File: src/rtl/mem_arbiter.sv
// Three-requester arbiter in front of the single-outstanding slowmem port (strobe/mfc handshake).
// Optional build macro MEM_TIMEOUT_EN adds a WAIT-state abort that returns 16'hffff with err.
module mem_arbiter #(
    parameter int NREQ    = 3,
    parameter int TIMEOUT = 16
) (
    input  logic                 clk_i,
    input  logic                 reset_i,
    input  logic [NREQ-1:0]      req_i,
    input  logic [NREQ-1:0]      req_rnotw_i,
    input  logic [16*NREQ-1:0]   req_addr_i,
    input  logic [16*NREQ-1:0]   req_wdata_i,
    output logic [NREQ-1:0]      ack_o,
    output logic [15:0]          rdata_o,
    output logic                 err_o,
    output logic                 busy_o,
    output logic                 mem_strobe_o,
    output logic                 mem_rnotw_o,
    output logic [15:0]          mem_addr_o,
    output logic [15:0]          mem_wdata_o,
    input  logic                 mem_mfc_i,
    input  logic [15:0]          mem_rdata_i
);

    localparam logic [1:0] S_IDLE  = 2'd0;
    localparam logic [1:0] S_ISSUE = 2'd1;
    localparam logic [1:0] S_WAIT  = 2'd2;
    localparam logic [1:0] S_ACK   = 2'd3;

    logic [1:0]      state_q, state_d;
    logic [1:0]      winner_q, winner_d;
    logic            rnotw_q, rnotw_d;
    logic [15:0]     addr_q, addr_d;
    logic [15:0]     wdata_q, wdata_d;
    logic            rr_ptr_q, rr_ptr_d;
    logic [15:0]     rdata_q, rdata_d;
    logic [NREQ-1:0] ack_q, ack_d;
    logic            busy_q, busy_d;
    logic            mem_strobe_q, mem_strobe_d;
    logic            mem_rnotw_q, mem_rnotw_d;
    logic [15:0]     mem_addr_q, mem_addr_d;
    logic [15:0]     mem_wdata_q, mem_wdata_d;
    logic [1:0]      pick;

    logic [15:0] addr_arr  [NREQ];
    logic [15:0] wdata_arr [NREQ];

    genvar gi;
    generate
        for (gi = 0; gi < NREQ; gi++) begin : g_req
            localparam logic [1:0] IDX = 2'(gi);
            assign addr_arr[gi]  = req_addr_i[16*gi +: 16];
            assign wdata_arr[gi] = req_wdata_i[16*gi +: 16];
            assign ack_d[gi]     = (state_q == S_ACK) && (winner_q == IDX);
        end
    endgenerate

`ifdef MEM_TIMEOUT_EN
    localparam int CW = $clog2(TIMEOUT + 1);
    logic [CW-1:0] tcnt_q, tcnt_d;
    logic          timed_out_q, timed_out_d;
    logic          err_q, err_d;
`endif

    // Data cache has absolute priority; the two instruction caches alternate on contention.
    always_comb begin
        pick = 2'd0;
        if (req_i[2])
            pick = 2'd2;
        else if (req_i[0] && req_i[1])
            pick = rr_ptr_q ? 2'd0 : 2'd1;
        else if (req_i[1])
            pick = 2'd1;
    end

    always_comb begin
        state_d  = state_q;
        winner_d = winner_q;
        rnotw_d  = rnotw_q;
        addr_d   = addr_q;
        wdata_d  = wdata_q;
        rr_ptr_d = rr_ptr_q;
        rdata_d  = rdata_q;
`ifdef MEM_TIMEOUT_EN
        timed_out_d = timed_out_q;
        tcnt_d      = (state_q == S_WAIT) ? tcnt_q + 1'b1 : '0;
`endif
        case (state_q)
            S_IDLE: begin
                if (|req_i) begin
                    winner_d = pick;
                    rnotw_d  = req_rnotw_i[pick];
                    addr_d   = addr_arr[pick];
                    wdata_d  = wdata_arr[pick];
                    if (pick != 2'd2)
                        rr_ptr_d = pick[0];
`ifdef MEM_TIMEOUT_EN
                    timed_out_d = 1'b0;
`endif
                    state_d = S_ISSUE;
                end
            end
            S_ISSUE: state_d = rnotw_q ? S_WAIT : S_ACK;
            S_WAIT: begin
                if (mem_mfc_i) begin
                    rdata_d = mem_rdata_i;
                    state_d = S_ACK;
                end
`ifdef MEM_TIMEOUT_EN
                // Leaving at count TIMEOUT-2 puts the ack exactly TIMEOUT cycles after WAIT entry.
                else if (tcnt_q == CW'(TIMEOUT - 2)) begin
                    rdata_d     = 16'hffff;
                    timed_out_d = 1'b1;
                    state_d     = S_ACK;
                end
`endif
            end
            default: state_d = S_IDLE;
        endcase
    end

    always_comb begin
        busy_d       = (state_d != S_IDLE);
        mem_strobe_d = (state_q == S_ISSUE);
        mem_rnotw_d  = mem_rnotw_q;
        mem_addr_d   = mem_addr_q;
        mem_wdata_d  = mem_wdata_q;
        if (state_q == S_ISSUE) begin
            mem_rnotw_d = rnotw_q;
            mem_addr_d  = addr_q;
            mem_wdata_d = wdata_q;
        end
`ifdef MEM_TIMEOUT_EN
        err_d = (state_q == S_ACK) && timed_out_q;
`endif
    end

    always_ff @(posedge clk_i or posedge reset_i) begin
        if (reset_i) begin
            state_q      <= S_IDLE;
            winner_q     <= 2'd0;
            rnotw_q      <= 1'b1;
            addr_q       <= '0;
            wdata_q      <= '0;
            rr_ptr_q     <= 1'b0;
            rdata_q      <= '0;
            ack_q        <= '0;
            busy_q       <= 1'b0;
            mem_strobe_q <= 1'b0;
            mem_rnotw_q  <= 1'b1;
            mem_addr_q   <= '0;
            mem_wdata_q  <= '0;
`ifdef MEM_TIMEOUT_EN
            tcnt_q       <= '0;
            timed_out_q  <= 1'b0;
            err_q        <= 1'b0;
`endif
        end else begin
            state_q      <= state_d;
            winner_q     <= winner_d;
            rnotw_q      <= rnotw_d;
            addr_q       <= addr_d;
            wdata_q      <= wdata_d;
            rr_ptr_q     <= rr_ptr_d;
            rdata_q      <= rdata_d;
            ack_q        <= ack_d;
            busy_q       <= busy_d;
            mem_strobe_q <= mem_strobe_d;
            mem_rnotw_q  <= mem_rnotw_d;
            mem_addr_q   <= mem_addr_d;
            mem_wdata_q  <= mem_wdata_d;
`ifdef MEM_TIMEOUT_EN
            tcnt_q       <= tcnt_d;
            timed_out_q  <= timed_out_d;
            err_q        <= err_d;
`endif
        end
    end

    assign ack_o        = ack_q;
    assign rdata_o      = rdata_q;
    assign busy_o       = busy_q;
    assign mem_strobe_o = mem_strobe_q;
    assign mem_rnotw_o  = mem_rnotw_q;
    assign mem_addr_o   = mem_addr_q;
    assign mem_wdata_o  = mem_wdata_q;
`ifdef MEM_TIMEOUT_EN
    assign err_o = err_q;
`else
    assign err_o = 1'b0;
`endif

endmodule
File: config.mk
export PLATFORM = sky130hd
export DESIGN_NAME = mem_arbiter
export DESIGN_NICKNAME = d
export VERILOG_FILES = /design/src/rtl/mem_arbiter.sv
export SDC_FILE = /design/constraint.sdc
export NUM_CORES = 1
export LEC_CHECK = 0
export ABC_AREA = 0
export CAP_MARGIN = 10
export CORE_MARGIN = 4
export CORE_UTILIZATION = 32
export DETAILED_ROUTE_END_ITERATION = 10
export PLACE_DENSITY = 0.66
export SETUP_SLACK_MARGIN = 0.2
export SKIP_LAST_GASP = 1
export SYNTH_ARGS = -nofsm -noshare
export SYNTH_HDL_FRONTEND = slang
export SYNTH_SLANG_ARGS = --single-unit
File: constraint.sdc
create_clock -name clk_i -period 3.6 [get_ports clk_i]
set_input_delay 0.36 -clock clk_i [delete_from_list [all_inputs] [get_ports clk_i]]
set_output_delay 0.36 -clock clk_i [all_outputs]
set_load 0.1 [all_outputs]
==> results of run 1 <==
area by class of cell:
type                       count  area, um^2
fill                        1099        6290
sequential                    92        2300
tap                          172         215
inverter                       6        25.0
clock buffer                  13         260
timing repair buffer         181        1790
multi-input combinational    206        1630
clock inverter                 3        45.0
stage by stage:
| step | hold WS [ns] | util, % | cells | instance area [um^2] | setup slack (ns) |
|---|---|---|---|---|---|
| 6_report | 0.433 | 49.9 | 673 | 6270 | 1.24 |
| 5_1_grt | 0.461 | 49.9 | 673 | 6270 | 1.06 |
| 4_1_cts | 0.441 | 49.9 | 673 | 6270 | 1.21 |
| 3_5_place_dp | 0.431 | 47.5 | 657 | 5970 | 1.27 |
| 3_3_place_gp | 0.428 | 47.5 | 657 | 5970 | 1.32 |
| 2_1_floorplan | 0.407 | - | 328 | 4090 | 0.851 |
logic make-up (layout without fill, tap and decap cells):
group,Yosys count,after routing
flops,92,92
buf+inv,30,203
compound gates,78,78
fa+ha+maj,4,4
other cells,1,1
mux,82,82
simple gates,41,41
final timing paths:
kind,cells past startpoint,from,endpoint
setup reg to reg,6,state_q[0],wdata_q[13]
max in group asynchronous,3,reset_i,addr_q[0]
min in group asynchronous,2,reset_i,addr_q[5]
hold reg to reg,1,winner_q[0],ack_o[0]
hold / removal,1,winner_q[0],ack_o[0]
setup / recovery,1,mem_rnotw_o,mem_rnotw_o
Yosys cell counts (all sizes together):
| library cell | n |
|---|---|
| nor2 | 1 |
| inv | 6 |
| nor2b | 2 |
| mux2 | 49 |
| a22o | 1 |
| mux2i | 33 |
| and3 | 34 |
| dfrtp | 90 |
| buf | 18 |
| nand2 | 1 |
| o21ai | 34 |
| or2 | 1 |
| a31oi | 2 |
| o22ai | 1 |
| clkbuf | 6 |
| nor3b | 2 |
| o31ai | 1 |
| a2bb2oi | 2 |
| conb | 1 |
| a21boi | 1 |
| ha | 4 |
| a21oi | 36 |
| dfstp | 2 |
sequential cells by signal (all words and copies together) (netlist names):
signal	flops
ack_o	3
addr_q	16
busy_o	1
mem_addr_o	16
mem_rnotw_o	1
mem_strobe_o	1
mem_wdata_o	16
rdata_o	16
rnotw_q	1
rr_ptr_q	1
state_q	2
wdata_q	16
winner_q	2
metal layers:
layer	vias up	wire length, um
li1	1506	-
met1	1540	4830
met2	114	5480
met3	11	769
met4	0	127
met5	-	0
==> flow_summary.json, run 1 <==
{
  "synthXorXnorAreaFrac_pct": 0,
  "syn_inst": 328,
  "path_buf_inv": 1,
  "avgViaCountPerCell": 4.71,
  "fp.coreArea_mm2": 0.0126,
  "dieArea_mm2": 0.0146,
  "grt_pass1_wl_um": 17900,
  "yosys.area_share.simple_pct": 6.27,
  "start_util_pct": 32.5,
  "die_w_um": 121,
  "final_common_cell": "clkdlybuf4s50_1",
  "routabilityCongestion": 0.711,
  "ys_types": 26,
  "path_clk_slew_ns": 0.06,
  "slew_headroom_pct": 26.2,
  "cts.htree.levels": 3,
  "hold_buffers": 0,
  "overflow": 0,
  "status": "completed",
  "cp_data_arrival_time_ns": 2.00,
  "root_buffer": "clkbuf_16",
  "slowest_stage": "clkdlybuf4s50_1",
  "worstPathRequired_ns": 3.24,
  "fin_crit_ns": 2.36,
  "portBuffers": 174,
  "clk_latency_ns": 0.33,
  "cp_cell_sequence": "clkdlybuf4s50_1",
  "fin_crit_sh_pct": 65.6,
  "endpoint_kind": "output port",
  "yosys.area.top_type_share_pct": 55.1,
  "muxShareOfSynthArea_pct": 21.6,
  "cts_tree": "done",
  "io_pins": 176,
  "rsz0062_at_grt": "no",
  "skew_ns": 0.00370,
  "grt_max_degree": 52,
  "synth_compound_area_share_pct": 10.4,
  "tightest_slew_ns": 1.11,
  "drt_wl_total_um": 11200,
  "syn_to_final_growth_pct": 53.5,
  "cts.sinks": 92,
  "setup_viol": 0,
  "drtIter0Drc": 92,
  "met3_usage_pct": 4.85,
  "post_cts_buffers": 0,
  "synth_nets": 453,
  "dr.pass1.iters": 4,
  "dieHeight_um": 121,
  "layout_common_cells": "clkdlybuf4s50_1, dfrtp_1, mux2_2",
  "busiest_layer": "met2",
  "clock.fmax_mhz": 423,
  "max-clock-path-buffers": 2,
  "synth_top_family_by_area": "multiplexers",
  "synth_top_area_cell": "dfrtp_1",
  "synth_seq_cells": 92,
  "rrSetupSlack_ns": 1.27,
  "cts_resized": 0,
  "wl_per_cell_um": 16.6,
  "crit_family": "buffers and inverters",
  "synthAdderAreaFrac_pct": 1.22,
  "fin_setup_tns_ns": 0,
  "drive_gt1_share_pct": 15.4,
  "synth_area_leaders": "dfrtp_1, mux2_2, mux2i_1, and3_1, a21oi_1",
  "drv_slew": 0,
  "rows": 41,
  "vias": 3171,
  "gr-usage-all-layers_pct": 15.6,
  "cts_made_buffers": 9,
  "hold_path_class": "reg -> reg",
  "start_kind": "register",
  "grt_util_met1_pct": 19.2,
  "final_nets": 621,
  "hold_viol": 0,
  "post-dp-hpwl_um": 8130,
  "use_met2_pct": 26.4,
  "drtAntennaViolNets": 0,
  "antenna_found_initial": 0,
  "drcViolationCount": 0,
  "synth_area_mm2": 0.00409,
  "antenna_cells": 0,
  "drv_cap": 0,
  "cpPeakStageDelay_ns": 1.15,
  "criticalPathCategory": "reg -> out",
  "syn_avg_cell_area_um2": 12.5,
  "yosysWarnings": 0,
  "grt_pass1_vias": 3533,
  "crit_fanout": 2,
  "seq_area_frac_synth_pct": 56.4
}
Power of run 1 is left out: the tool's default activity adds up to more than one toggle a clock period on the data nets, which glitch-free logic cannot reach.
==> run 2: changes to the inputs <==
==> constraint.sdc (replaced) <==
create_clock -name clk_i -period 2.2 [get_ports clk_i]
set_input_delay 0.22 -clock clk_i [delete_from_list [all_inputs] [get_ports clk_i]]
set_output_delay 0.22 -clock clk_i [all_outputs]
set_load 0.1 [all_outputs]
==> run 2 against run 1 <==
Net effect: clock skew rose by 0.0016 ns; die area did not move; cell area fell by 1.5%; core utilization fell by 0.75 points; sequential share of layout area rose by 0.56 points; register-to-register slack got worse by 0.72 ns; critical path depth rose by 5; hold slack got worse by 0.054 ns; worst setup slack got worse by 0.69 ns; via count rose by 1.0%; critical endpoint is now busy_o.
==> flow_summary.json, run 2 (synthesized netlist as in run 1, its figures left out) <==
{
  "criticalPathCategory": "reg -> reg",
  "pre_cts_ws_ns": 0.363,
  "fin_ws_ns": 0.548,
  "rsz0062_at_grt": "no",
  "grt_pass1_vias": 3489,
  "io_pins": 176,
  "wl_per_cell_um": 16.7,
  "rows": 41,
  "antenna_cells": 0,
  "drcViolationCount": 0,
  "worstPathRequired_ns": 2.39,
  "drtAntennaViolNets": 0,
  "fin_crit_sh_pct": 75.1,
  "syn_to_final_growth_pct": 51.2,
  "clk_latency_ns": 0.33,
  "drtIter0Drc": 88,
  "routabilityCongestion": 0.732,
  "path_clk_slew_ns": 0.06,
  "hold_path_class": "in -> async",
  "cp_cell_sequence": "inv_1, ha_1, buf_4, a21oi_1, a2bb2oi_1, a31oi_1",
  "die_w_um": 121,
  "crit_fanout": 18,
  "multi_input_comb_area_mm2": 0.00163,
  "regArea_mm2": 0.00230,
  "start_kind": "register",
  "drt_wl_total_um": 11300,
  "cts.sinks": 92,
  "clock.fmax_mhz": 605,
  "fin_crit_ns": 1.65,
  "cts_made_buffers": 9,
  "final_nets": 626,
  "avgViaCountPerCell": 4.73,
  "fp.coreArea_mm2": 0.0126,
  "status": "completed",
  "grt_max_degree": 93,
  "top_layer_used": "met4",
  "layout_common_cells": "clkdlybuf4s50_1, dfrtp_1, buf_4",
  "endpoint_kind": "register",
  "dieArea_mm2": 0.0146,
  "final_common_cell": "clkdlybuf4s50_1",
  "gr-usage-all-layers_pct": 15.5,
  "dr.pass1.iters": 4,
  "hold_buffers": 0,
  "cts_tree": "done",
  "antenna_found_initial": 0,
  "root_buffer": "clkbuf_16",
  "skew_ns": 0.00533,
  "start_util_pct": 32.5,
  "drv_slew": 0,
  "cpPeakStageDelay_ns": 0.41,
  "wl_met3_um": 915,
  "grt_pass1_wl_um": 17700,
  "cts_resized": 0,
  "timing.rr.end": "busy_o",
  "max-clock-path-buffers": 2,
  "path_buf_inv": 2,
  "reg2reg_depth": 6,
  "portBuffers": 174,
  "dieHeight_um": 121,
  "fillCellCount": 1135,
  "post_cts_buffers": 0,
  "regToRegStartpoint": "state_q[0]",
  "drv_cap": 0,
  "slowest_stage": "dfrtp_1",
  "vias": 3204,
  "cts.htree.levels": 3,
  "setup_viol": 0,
  "routedLengthMet1_um": 4820,
  "slew_headroom_pct": 66.6,
  "hold_viol": 0,
  "tightest_slew_ns": 0.501,
  "overflow": 0,
  "drive_gt1_share_pct": 26.7,
  "fin_setup_tns_ns": 0,
  "rrSetupSlack_ns": 0.55,
  "routed-wl-met2_um": 5430,
  "whs_ns": 0.379,
  "post-dp-hpwl_um": 8280,
  "crit_family": "compound AO/OA/AOI/OAI gates",
  "post-route-util_pct": 49.2,
  "cp_data_arrival_time_ns": 1.85
}
==> run 2: cell types whose count changed in the layout (fill, tap and decap cells not counted) <==
| cell | previous run | this run |
|---|---|---|
| buf_12 | 0 | 3 |
| buf_4 | 7 | 63 |
| bufinv_16 | 1 | 0 |
| clkdlybuf4s50_1 | 174 | 120 |
| clkinv_2 | 0 | 2 |
| clkinvlp_4 | 2 | 1 |
| inv_4 | 1 | 0 |
==> run 2: worst max-delay path by stage <==
stage / start / to / depth (start not counted)
2_1_floorplan: state_q[0] / rdata_o[0] / 5
3_3_place_gp: req_i[0] / addr_q[5] / 4
3_5_place_dp: req_i[1] / addr_q[15] / 5
4_1_cts: state_q[0] / busy_o / 6
5_1_grt: state_q[0] / rr_ptr_q / 6
6_report: state_q[0] / busy_o / 6
==> run 2: area by class of cell <==
cell class	count	share of cell area [%]
clock inverters	2	0.162
repair buffers	186	28.1
clock buffers	13	4.21
inverters	6	0.425
flip-flops and latches	92	37.3
multi-input cells	206	26.4
well taps	172	3.48
==> run 2: through the flow <==
stage | instance area [um^2] | instances
final | 6180 | 677
after global routing | 6180 | 677
after CTS | 6180 | 677
after detailed placement | 5910 | 662
after global placement | 5910 | 662
after floorplan | 4090 | 328
==> run 2: routing by layer <==
layer  vias up  GRT usage [%]
met5         -              0
met4         0           4.18
met3        14           5.41
met2       115           25.7
met1      1557           19.2
li1       1518              -
==> run 2: worst min-delay path: stages <==
cell and delay [ns]:
clkdlybuf4s50_1 0.44, clkinvlp_4 0.10, buf_12 0.38
Power of run 2 is left out for the same reason.
